$ cat src/rtl/qpsk_phase_demod.sv
// QPSK symbol detector: correlates 100-sample symbols against sin/cos tables and decides the dibit.
// Latency: sym_valid two edges after the edge taking the last sample; no backpressure, data_valid gaps hold state.
`timescale 1ns/1ps
module qpsk_phase_demod #(
  parameter int DW     = 11,
  parameter int ACC_W  = 28,
  parameter int THRESH = 12_500_000
) (
  input  logic                    Clk,
  input  logic                    Rst,
  input  logic signed [DW-1:0]    data_in,
  input  logic                    data_valid,
  input  logic                    Sync,
  output logic                    O,
  output logic                    E,
  output logic                    sym_valid,
  output logic                    sym_err,
  output logic signed [ACC_W-1:0] corr_i,
  output logic signed [ACC_W-1:0] corr_q
);

  localparam int PW = 2 * DW;
  localparam logic [6:0] LAST_IDX = 7'd99;
  localparam logic [ACC_W-1:0] THRESH_U = ACC_W'(THRESH);

  typedef enum logic {ST_IDLE, ST_ACC} state_t;

  // First quadrant of round(1000*sin(2*pi*n/100)); the rest follows by symmetry.
  function automatic logic [9:0] quarter_mag(input logic [6:0] m);
    case (m)
      7'd0:    return 10'd0;
      7'd1:    return 10'd63;
      7'd2:    return 10'd125;
      7'd3:    return 10'd187;
      7'd4:    return 10'd249;
      7'd5:    return 10'd309;
      7'd6:    return 10'd368;
      7'd7:    return 10'd426;
      7'd8:    return 10'd482;
      7'd9:    return 10'd536;
      7'd10:   return 10'd588;
      7'd11:   return 10'd637;
      7'd12:   return 10'd685;
      7'd13:   return 10'd729;
      7'd14:   return 10'd771;
      7'd15:   return 10'd809;
      7'd16:   return 10'd844;
      7'd17:   return 10'd876;
      7'd18:   return 10'd905;
      7'd19:   return 10'd930;
      7'd20:   return 10'd951;
      7'd21:   return 10'd969;
      7'd22:   return 10'd982;
      7'd23:   return 10'd992;
      7'd24:   return 10'd998;
      default: return 10'd1000;
    endcase
  endfunction

  function automatic logic signed [DW-1:0] sin_lut(input logic [6:0] n);
    logic [6:0]           m;
    logic                 neg;
    logic signed [DW-1:0] mag;
    m   = n;
    neg = 1'b0;
    if (n >= 7'd75) begin
      m   = 7'd100 - n;
      neg = 1'b1;
    end else if (n >= 7'd50) begin
      m   = n - 7'd50;
      neg = 1'b1;
    end else if (n >= 7'd25) begin
      m   = 7'd50 - n;
    end
    mag = DW'(quarter_mag(m));
    return neg ? -mag : mag;
  endfunction

  state_t                   state_q, state_d;
  logic                     in_vld_q, in_vld_d;
  logic                     in_sync_q, in_sync_d;
  logic signed [DW-1:0]     in_dat_q, in_dat_d;
  logic [6:0]               idx_q, idx_d;
  logic signed [ACC_W-1:0]  acc_i_q, acc_i_d, acc_q_q, acc_q_d;
  logic                     snap_vld_q, snap_vld_d;
  logic signed [ACC_W-1:0]  snap_i_q, snap_i_d, snap_q_q, snap_q_d;
  logic                     o_q, o_d, e_q, e_d;
  logic                     sym_valid_q, sym_valid_d, sym_err_q, sym_err_d;
  logic signed [ACC_W-1:0]  corr_i_q, corr_i_d, corr_q_q, corr_q_d;

  logic                     restart;
  logic [6:0]               tap_idx, cos_idx;
  logic signed [DW-1:0]     sin_v, cos_v;
  logic signed [PW-1:0]     prod_i, prod_q;
  logic signed [ACC_W-1:0]  ext_i, ext_q, sum_i, sum_q;
  logic [ACC_W-1:0]         abs_i, abs_q, max_abs;
  logic                     i_dom;

  // Samples are registered once before the correlator.
  always_comb begin
    in_vld_d  = data_valid;
    in_sync_d = data_valid & Sync;
    in_dat_d  = data_in;
  end

  always_comb begin
    restart = (state_q == ST_IDLE) || in_sync_q;
    tap_idx = restart ? 7'd0 : idx_q;
    cos_idx = (tap_idx >= 7'd75) ? (tap_idx - 7'd75) : (tap_idx + 7'd25);
    sin_v   = sin_lut(tap_idx);
    cos_v   = sin_lut(cos_idx);
    prod_i  = PW'(in_dat_q) * PW'(sin_v);
    prod_q  = PW'(in_dat_q) * PW'(cos_v);
    ext_i   = ACC_W'(prod_i);
    ext_q   = ACC_W'(prod_q);
    sum_i   = acc_i_q + ext_i;
    sum_q   = acc_q_q + ext_q;
  end

  // A restart (first sample or Sync) reloads the accumulators and discards any partial symbol.
  always_comb begin
    state_d    = state_q;
    idx_d      = idx_q;
    acc_i_d    = acc_i_q;
    acc_q_d    = acc_q_q;
    snap_vld_d = 1'b0;
    snap_i_d   = snap_i_q;
    snap_q_d   = snap_q_q;
    if (in_vld_q) begin
      if (restart) begin
        state_d = ST_ACC;
        acc_i_d = ext_i;
        acc_q_d = ext_q;
        idx_d   = 7'd1;
      end else if (idx_q == LAST_IDX) begin
        snap_vld_d = 1'b1;
        snap_i_d   = sum_i;
        snap_q_d   = sum_q;
        acc_i_d    = '0;
        acc_q_d    = '0;
        idx_d      = 7'd0;
      end else begin
        acc_i_d = sum_i;
        acc_q_d = sum_q;
        idx_d   = idx_q + 7'd1;
      end
    end
  end

  always_comb begin
    abs_i       = snap_i_q[ACC_W-1] ? -snap_i_q : snap_i_q;
    abs_q       = snap_q_q[ACC_W-1] ? -snap_q_q : snap_q_q;
    i_dom       = (abs_i >= abs_q);
    max_abs     = i_dom ? abs_i : abs_q;
    o_d         = o_q;
    e_d         = e_q;
    sym_err_d   = sym_err_q;
    corr_i_d    = corr_i_q;
    corr_q_d    = corr_q_q;
    sym_valid_d = 1'b0;
    if (snap_vld_q) begin
      sym_valid_d = 1'b1;
      corr_i_d    = snap_i_q;
      corr_q_d    = snap_q_q;
      sym_err_d   = (max_abs < THRESH_U);
      // O carries the sign of the dominant arm, E selects cos over sin.
      o_d         = i_dom ? snap_i_q[ACC_W-1] : snap_q_q[ACC_W-1];
      e_d         = ~i_dom;
    end
  end

  always_ff @(posedge Clk) begin
    if (Rst) state_q <= ST_IDLE;
    else     state_q <= state_d;
  end

  always_ff @(posedge Clk) begin
    if (Rst) begin
      in_vld_q    <= 1'b0;
      in_sync_q   <= 1'b0;
      in_dat_q    <= '0;
      idx_q       <= '0;
      acc_i_q     <= '0;
      acc_q_q     <= '0;
      snap_vld_q  <= 1'b0;
      snap_i_q    <= '0;
      snap_q_q    <= '0;
      o_q         <= 1'b0;
      e_q         <= 1'b0;
      sym_valid_q <= 1'b0;
      sym_err_q   <= 1'b0;
      corr_i_q    <= '0;
      corr_q_q    <= '0;
    end else begin
      in_vld_q    <= in_vld_d;
      in_sync_q   <= in_sync_d;
      in_dat_q    <= in_dat_d;
      idx_q       <= idx_d;
      acc_i_q     <= acc_i_d;
      acc_q_q     <= acc_q_d;
      snap_vld_q  <= snap_vld_d;
      snap_i_q    <= snap_i_d;
      snap_q_q    <= snap_q_d;
      o_q         <= o_d;
      e_q         <= e_d;
      sym_valid_q <= sym_valid_d;
      sym_err_q   <= sym_err_d;
      corr_i_q    <= corr_i_d;
      corr_q_q    <= corr_q_d;
    end
  end

  assign O         = o_q;
  assign E         = e_q;
  assign sym_valid = sym_valid_q;
  assign sym_err   = sym_err_q;
  assign corr_i    = corr_i_q;
  assign corr_q    = corr_q_q;

endmodule
$ cat config.mk
export PLATFORM = sky130hd
export DESIGN_NAME = qpsk_phase_demod
export DESIGN_NICKNAME = d
export VERILOG_FILES = /design/src/rtl/qpsk_phase_demod.sv
export SDC_FILE = /design/constraint.sdc
export NUM_CORES = 1
export LEC_CHECK = 0
export ABC_CLOCK_PERIOD_IN_PS = 17800
export CORE_ASPECT_RATIO = 0.6
export CORE_MARGIN = 1.5
export CORE_UTILIZATION = 29
export DETAILED_ROUTE_END_ITERATION = 8
export PLACE_DENSITY_LB_ADDON = 0.1
export SLEW_MARGIN = 40
export SYNTH_ARGS = -nofsm -noshare
export SYNTH_HDL_FRONTEND = slang
export SYNTH_SLANG_ARGS = --single-unit
$ cat constraint.sdc
create_clock -name Clk -period 17.8 [get_ports Clk]
set_clock_uncertainty 0.2 [all_clocks]
set_input_delay 1.78 -clock Clk [delete_from_list [all_inputs] [get_ports Clk]]
set_output_delay 1.78 -clock Clk [all_outputs]
set_load 0.1 [all_outputs]
==> impl.org <==
** Route
- In this run, the number of DRC markers left after iteration 0 of detailed routing was 1,442.
- In the detailed route, the total length drawn on met2 is 29,560 um.
- Average via count per standard cell :: 5.151
- After detailed routing, the number of remaining DRC violations is 0.
- Across all layers, the routed design uses around 21,000 vias.
- Wire length per cell :: between 15 and 20 um
- In the detailed route, the total length drawn on met3 is 5018 um.
- The first detailed-routing pass took 5 iterations.
- DRT antenna net count :: 0
- The highest layer touched by signal routing is met4.
- Length of routed wiring on met1 :: 41,120 um
- Final wirelength :: 76,720 um

** Logic synthesis
- After synthesis the cells add up to 24,820 sq um.
- The biggest area contributor in the post-synthesis netlist is sky130_fd_sc_hd__fa_1.
- Synthesis inferred 194 register bits.
- Yosys printed 0 warnings.
- Cell types with the largest area share after synthesis :: sky130_fd_sc_hd__fa_1 19%, sky130_fd_sc_hd__dfxtp_1 16%, sky130_fd_sc_hd__ha_1 11%, sky130_fd_sc_hd__nand2_1 5.1%, sky130_fd_sc_hd__inv_1 4.7%
- Async set or reset register ratio after synthesis :: 0%
- Most used flip-flop cell after synthesis :: sky130_fd_sc_hd__dfxtp_1
- Post-synthesis net count :: 3,480
- Post-synth cell types :: about 110
- Number of synthesized flops with an enable pin :: 0
- The cell count after synthesis came out at 3,015.
- Fraction of the yosys area taken by sequential cells :: 15.65%
- Avg Synthesized Cell Area :: 8.232 sq um
- Share of Yosys cell area claimed by the top area cell type :: 19.20%

** STA
- Setup repair after global routing left no endpoint under its margin.
- Maximum frequency from static timing analysis :: 0.06409 GHz
- The number of endpoints with negative hold slack in the final report is 0.
- # setup viols final :: 0
- Count of pins over their slew limit :: 0
- On the final layout, the worst hold slack is 0.2894 ns.
- Once routing completed, OpenROAD measured the worst setup slack at 2.196 ns.
- Post-route clock period utilization :: 87.66%
- Worst-case headroom to the max-slew limit :: 44.93%
- In the final timing run, aggregate negative setup slack is 0 ns.
- Shortest period the worst path allows :: roughly 16 ns
- Actual slew at the worst max-slew pin :: 0.8251 ns

** Worst setup path
- Crit path buffers/inverters :: 6
- R2r startpoint :: state_q
- Register-to-register setup slack :: 2.20 ns
- Number of stages on the worst setup path :: 56
- Worst Path Class, Setup :: flop to flop
- Kind of cell adding the most delay to the critical path :: compound AO/OA/AOI/OAI gates
- Critical Path RT :: 17.98 ns
- The endpoint identified for the worst register-to-register timing path is acc_q_q[27].
- On the critical path, the stage with the largest delay is an instance of sky130_fd_sc_hd__ha_1.
- The worst setup path is launched from a flop.
- Max incr delay on CP :: 0.73 ns
- Depth of the worst register-to-register path :: 56
- STA classifies the critical path endpoint as a flop.
- For the worst setup path, the data arrival time is 15.79 ns.
- Along the worst path, the maximum fanout reaches 23.

** Cells and area
- The net count of the finished layout is about 3,400.
- Of the cells placed in the final design, the portion with a size suffix greater than 1 is 7.849%.
- Total non-filler cell area in the finished layout :: about 27,000 sq um
- P&R area growth vs syn :: 9.210%

** Pwr
- The clock network is responsible for roughly a fifth of the overall power.
- In this run, the combinational gates consume between 50% and 60% of the power.
- Internal cell power :: 1.122 mW
- Power Density :: 76.66 nW/um^2
- Net switching is 46.01% of the power.
- Leakage power of the design :: 11.81 nW
- In this run the power spent charging and discharging nets is 0.9561 mW.
- In this run, flip-flops and latches consume between 20% and 30% of the power.
- The worst-case IR drop observed on VDD is around 0.067 mV.

** Place
- At the end of routability-driven placement, the weighted congestion stood at around 0.92.
- I/O Buffers :: between 70 and 80
- The HPWL after detailed placement is 60,830 um.
- Before CTS, the worst setup slack after placement is 2.477 ns.
- After detailed placement, the total cell area comes to 26,420 sq um.

** Clock tree
- TritonCTS built the clock tree.
- Later-pin clock latency in the skew report :: around 0.51 ns
- Hold buffers post-CTS :: 0
- Counting along the longest clock path gives a buffer depth of 2.
- Clock transition time at the flip-flop clock pins of the worst setup and hold paths :: 0.09 ns
- The clock tree synthesis step divided the H-tree into 4 levels.
- CTS Root Cell :: sky130_fd_sc_hd__clkbuf_16
- The clock drives between 150 and 200 sinks.
- After clock tree synthesis, the setup repair step added 0 buffers.
- The number of gates resized after CTS was 0.
- The number of clock buffers added by TritonCTS is 17.

** Hold path
- Worst hold path class :: flop to flop
- Number of cells on the worst hold path :: 2
- The worst hold path terminates at O.
- The worst hold path begins at O.

** Die
- The core region is roughly 84,000 sq um.
- The floorplan step defined a die boundary enclosing 87,400 sq um.
- Placement Rows :: 82
- Chip Height :: about 230 um
- Die Width :: 380.7 um
- Boundary Pins :: 75
- Starting Density :: between 20 and 30%

** Flow run
- Number of max-cap violations :: 0

** GRT
- The initial antenna violation count was 5.
- The number of global-route vias before repair was 21,320.
- Entering global routing, the biggest net connects 85 pins.
- Global routing finished with a remaining overflow of 0.
- Wire length of the first global-routing pass :: 123,300 um
- Global routing used 17.93% of the available tracks across all layers.

** Outcome
- Status :: completed
registers in the layout, summed over array words and instances (netlist names):
register and flops:
idx_q 7, in_vld_q 1, corr_i 28, snap_i_q 28, sym_valid 1, acc_i_q 28, snap_vld_q 1, sym_err 1
corr_q 28, in_sync_q 1, in_dat_q 11, E 1, acc_q_q 28, state_q 1, snap_q_q 28, O 1
worst max-delay path by stage:
stage / endpoint / slack [ns] / startpoint
after CTS: acc_q_q[27] / 2.42 / state_q
after global placement: acc_q_q[27] / 2.45 / state_q
final: acc_q_q[27] / 2.20 / state_q
after detailed placement: acc_q_q[27] / 2.48 / state_q
after floorplan: acc_q_q[27] / 4.98 / state_q
after global routing: snap_q_q[27] / 1.19 / state_q
worst reg2reg max path, delay by kind of cell, from the launching register on:
kind	cells	cell delay (ns)
xor+xnor	3	0.76
fa+ha+maj	10	4.51
buf+inv	6	0.86
compound gates	25	5.58
mux	2	0.54
flops	1	0.50
simple gates	10	2.51
Yosys cell counts, types with 14 or more instances:
cell and n:
sky130_fd_sc_hd__ha_1 212, sky130_fd_sc_hd__xor2_1 50, sky130_fd_sc_hd__and3_1 21, sky130_fd_sc_hd__xnor2_1 114, sky130_fd_sc_hd__mux2i_1 79, sky130_fd_sc_hd__or3_1 20
sky130_fd_sc_hd__a31oi_1 23, sky130_fd_sc_hd__nand3_1 69, sky130_fd_sc_hd__o21bai_1 16, sky130_fd_sc_hd__dfxtp_1 194, sky130_fd_sc_hd__nand4_1 19, sky130_fd_sc_hd__nor2b_1 59
sky130_fd_sc_hd__a21oi_1 180, sky130_fd_sc_hd__fa_1 238, sky130_fd_sc_hd__or2_2 17, sky130_fd_sc_hd__inv_1 311, sky130_fd_sc_hd__buf_2 25, sky130_fd_sc_hd__clkbuf_1 131
sky130_fd_sc_hd__nand2b_1 30, sky130_fd_sc_hd__nor2_1 221, sky130_fd_sc_hd__and2_1 86, sky130_fd_sc_hd__o211ai_1 22, sky130_fd_sc_hd__nor3_1 40, sky130_fd_sc_hd__o31ai_1 22
sky130_fd_sc_hd__nor4_1 14, sky130_fd_sc_hd__a211oi_1 50, sky130_fd_sc_hd__a22oi_1 35, sky130_fd_sc_hd__nand2_1 337, sky130_fd_sc_hd__a21o_1 36, sky130_fd_sc_hd__o21ai_0 108
layout by cell type (no fill, tap or decap), types with 60 or more instances in the layout:
| master | instances |
|---|---|
| sky130_fd_sc_hd__a21oi_1 | 179 |
| sky130_fd_sc_hd__o21ai_0 | 107 |
| sky130_fd_sc_hd__mux2i_1 | 79 |
| sky130_fd_sc_hd__nand3_1 | 68 |
| sky130_fd_sc_hd__nor2_1 | 217 |
| sky130_fd_sc_hd__xnor2_1 | 111 |
| sky130_fd_sc_hd__dfxtp_1 | 192 |
| sky130_fd_sc_hd__nand2_1 | 336 |
| sky130_fd_sc_hd__and2_1 | 86 |
| sky130_fd_sc_hd__buf_2 | 60 |
| sky130_fd_sc_hd__ha_1 | 212 |
| sky130_fd_sc_hd__inv_1 | 311 |
| sky130_fd_sc_hd__fa_1 | 238 |
cell type report:
class	count	area, sq um
clock inverter	14	192.7
fill	8915	57030
clock buffer	18	439.2
inverter	314	1179
multi-input combinational	2336	19170
antenna	2	5.005
tap	1134	1419
timing repair buffer	118	808.3
sequential	194	3891
cell families after synthesis:
logic type	after synthesis	synth area share, %
AOI/OAI and AO/OA	643	17.62
xor gates and xnor gates	167	6.009
adders and majority gates	450	29.89
buffers and inverters	485	7.612
DFF	194	15.65
muxes	98	4.245
and+or+nand+nor	978	18.98
metal layers:
layer / track usage (%) / vias up
li1: - / 10210
met1: 28.02 / 10480
met2: 24.45 / 526
met3: 3.955 / 53
met4: 3.872 / 0
met5: 0 / -
power groups by stage:
stage | registers, mW | logic, mW | clock network, mW
after floorplan | 0.470 | 0.887 | 0
after global placement | 0.474 | 1.19 | 0
after detailed placement | 0.474 | 1.19 | 0
after CTS | 0.464 | 1.19 | 0.448
after global routing | 0.466 | 1.34 | 0.460
final | 0.464 | 1.19 | 0.426
metrics by stage:
stage / std cells / power (mW) / util [%]
final: 4130 / 2.078 / 32.22
after global routing: 4128 / 2.266 / 32.21
after CTS: 4126 / 2.107 / 32.15
after detailed placement: 4094 / 1.660 / 31.40
after global placement: 4093 / 1.661 / 31.63
after floorplan: 3015 / 1.357 / -
Power figures use the tool's default switching activity.
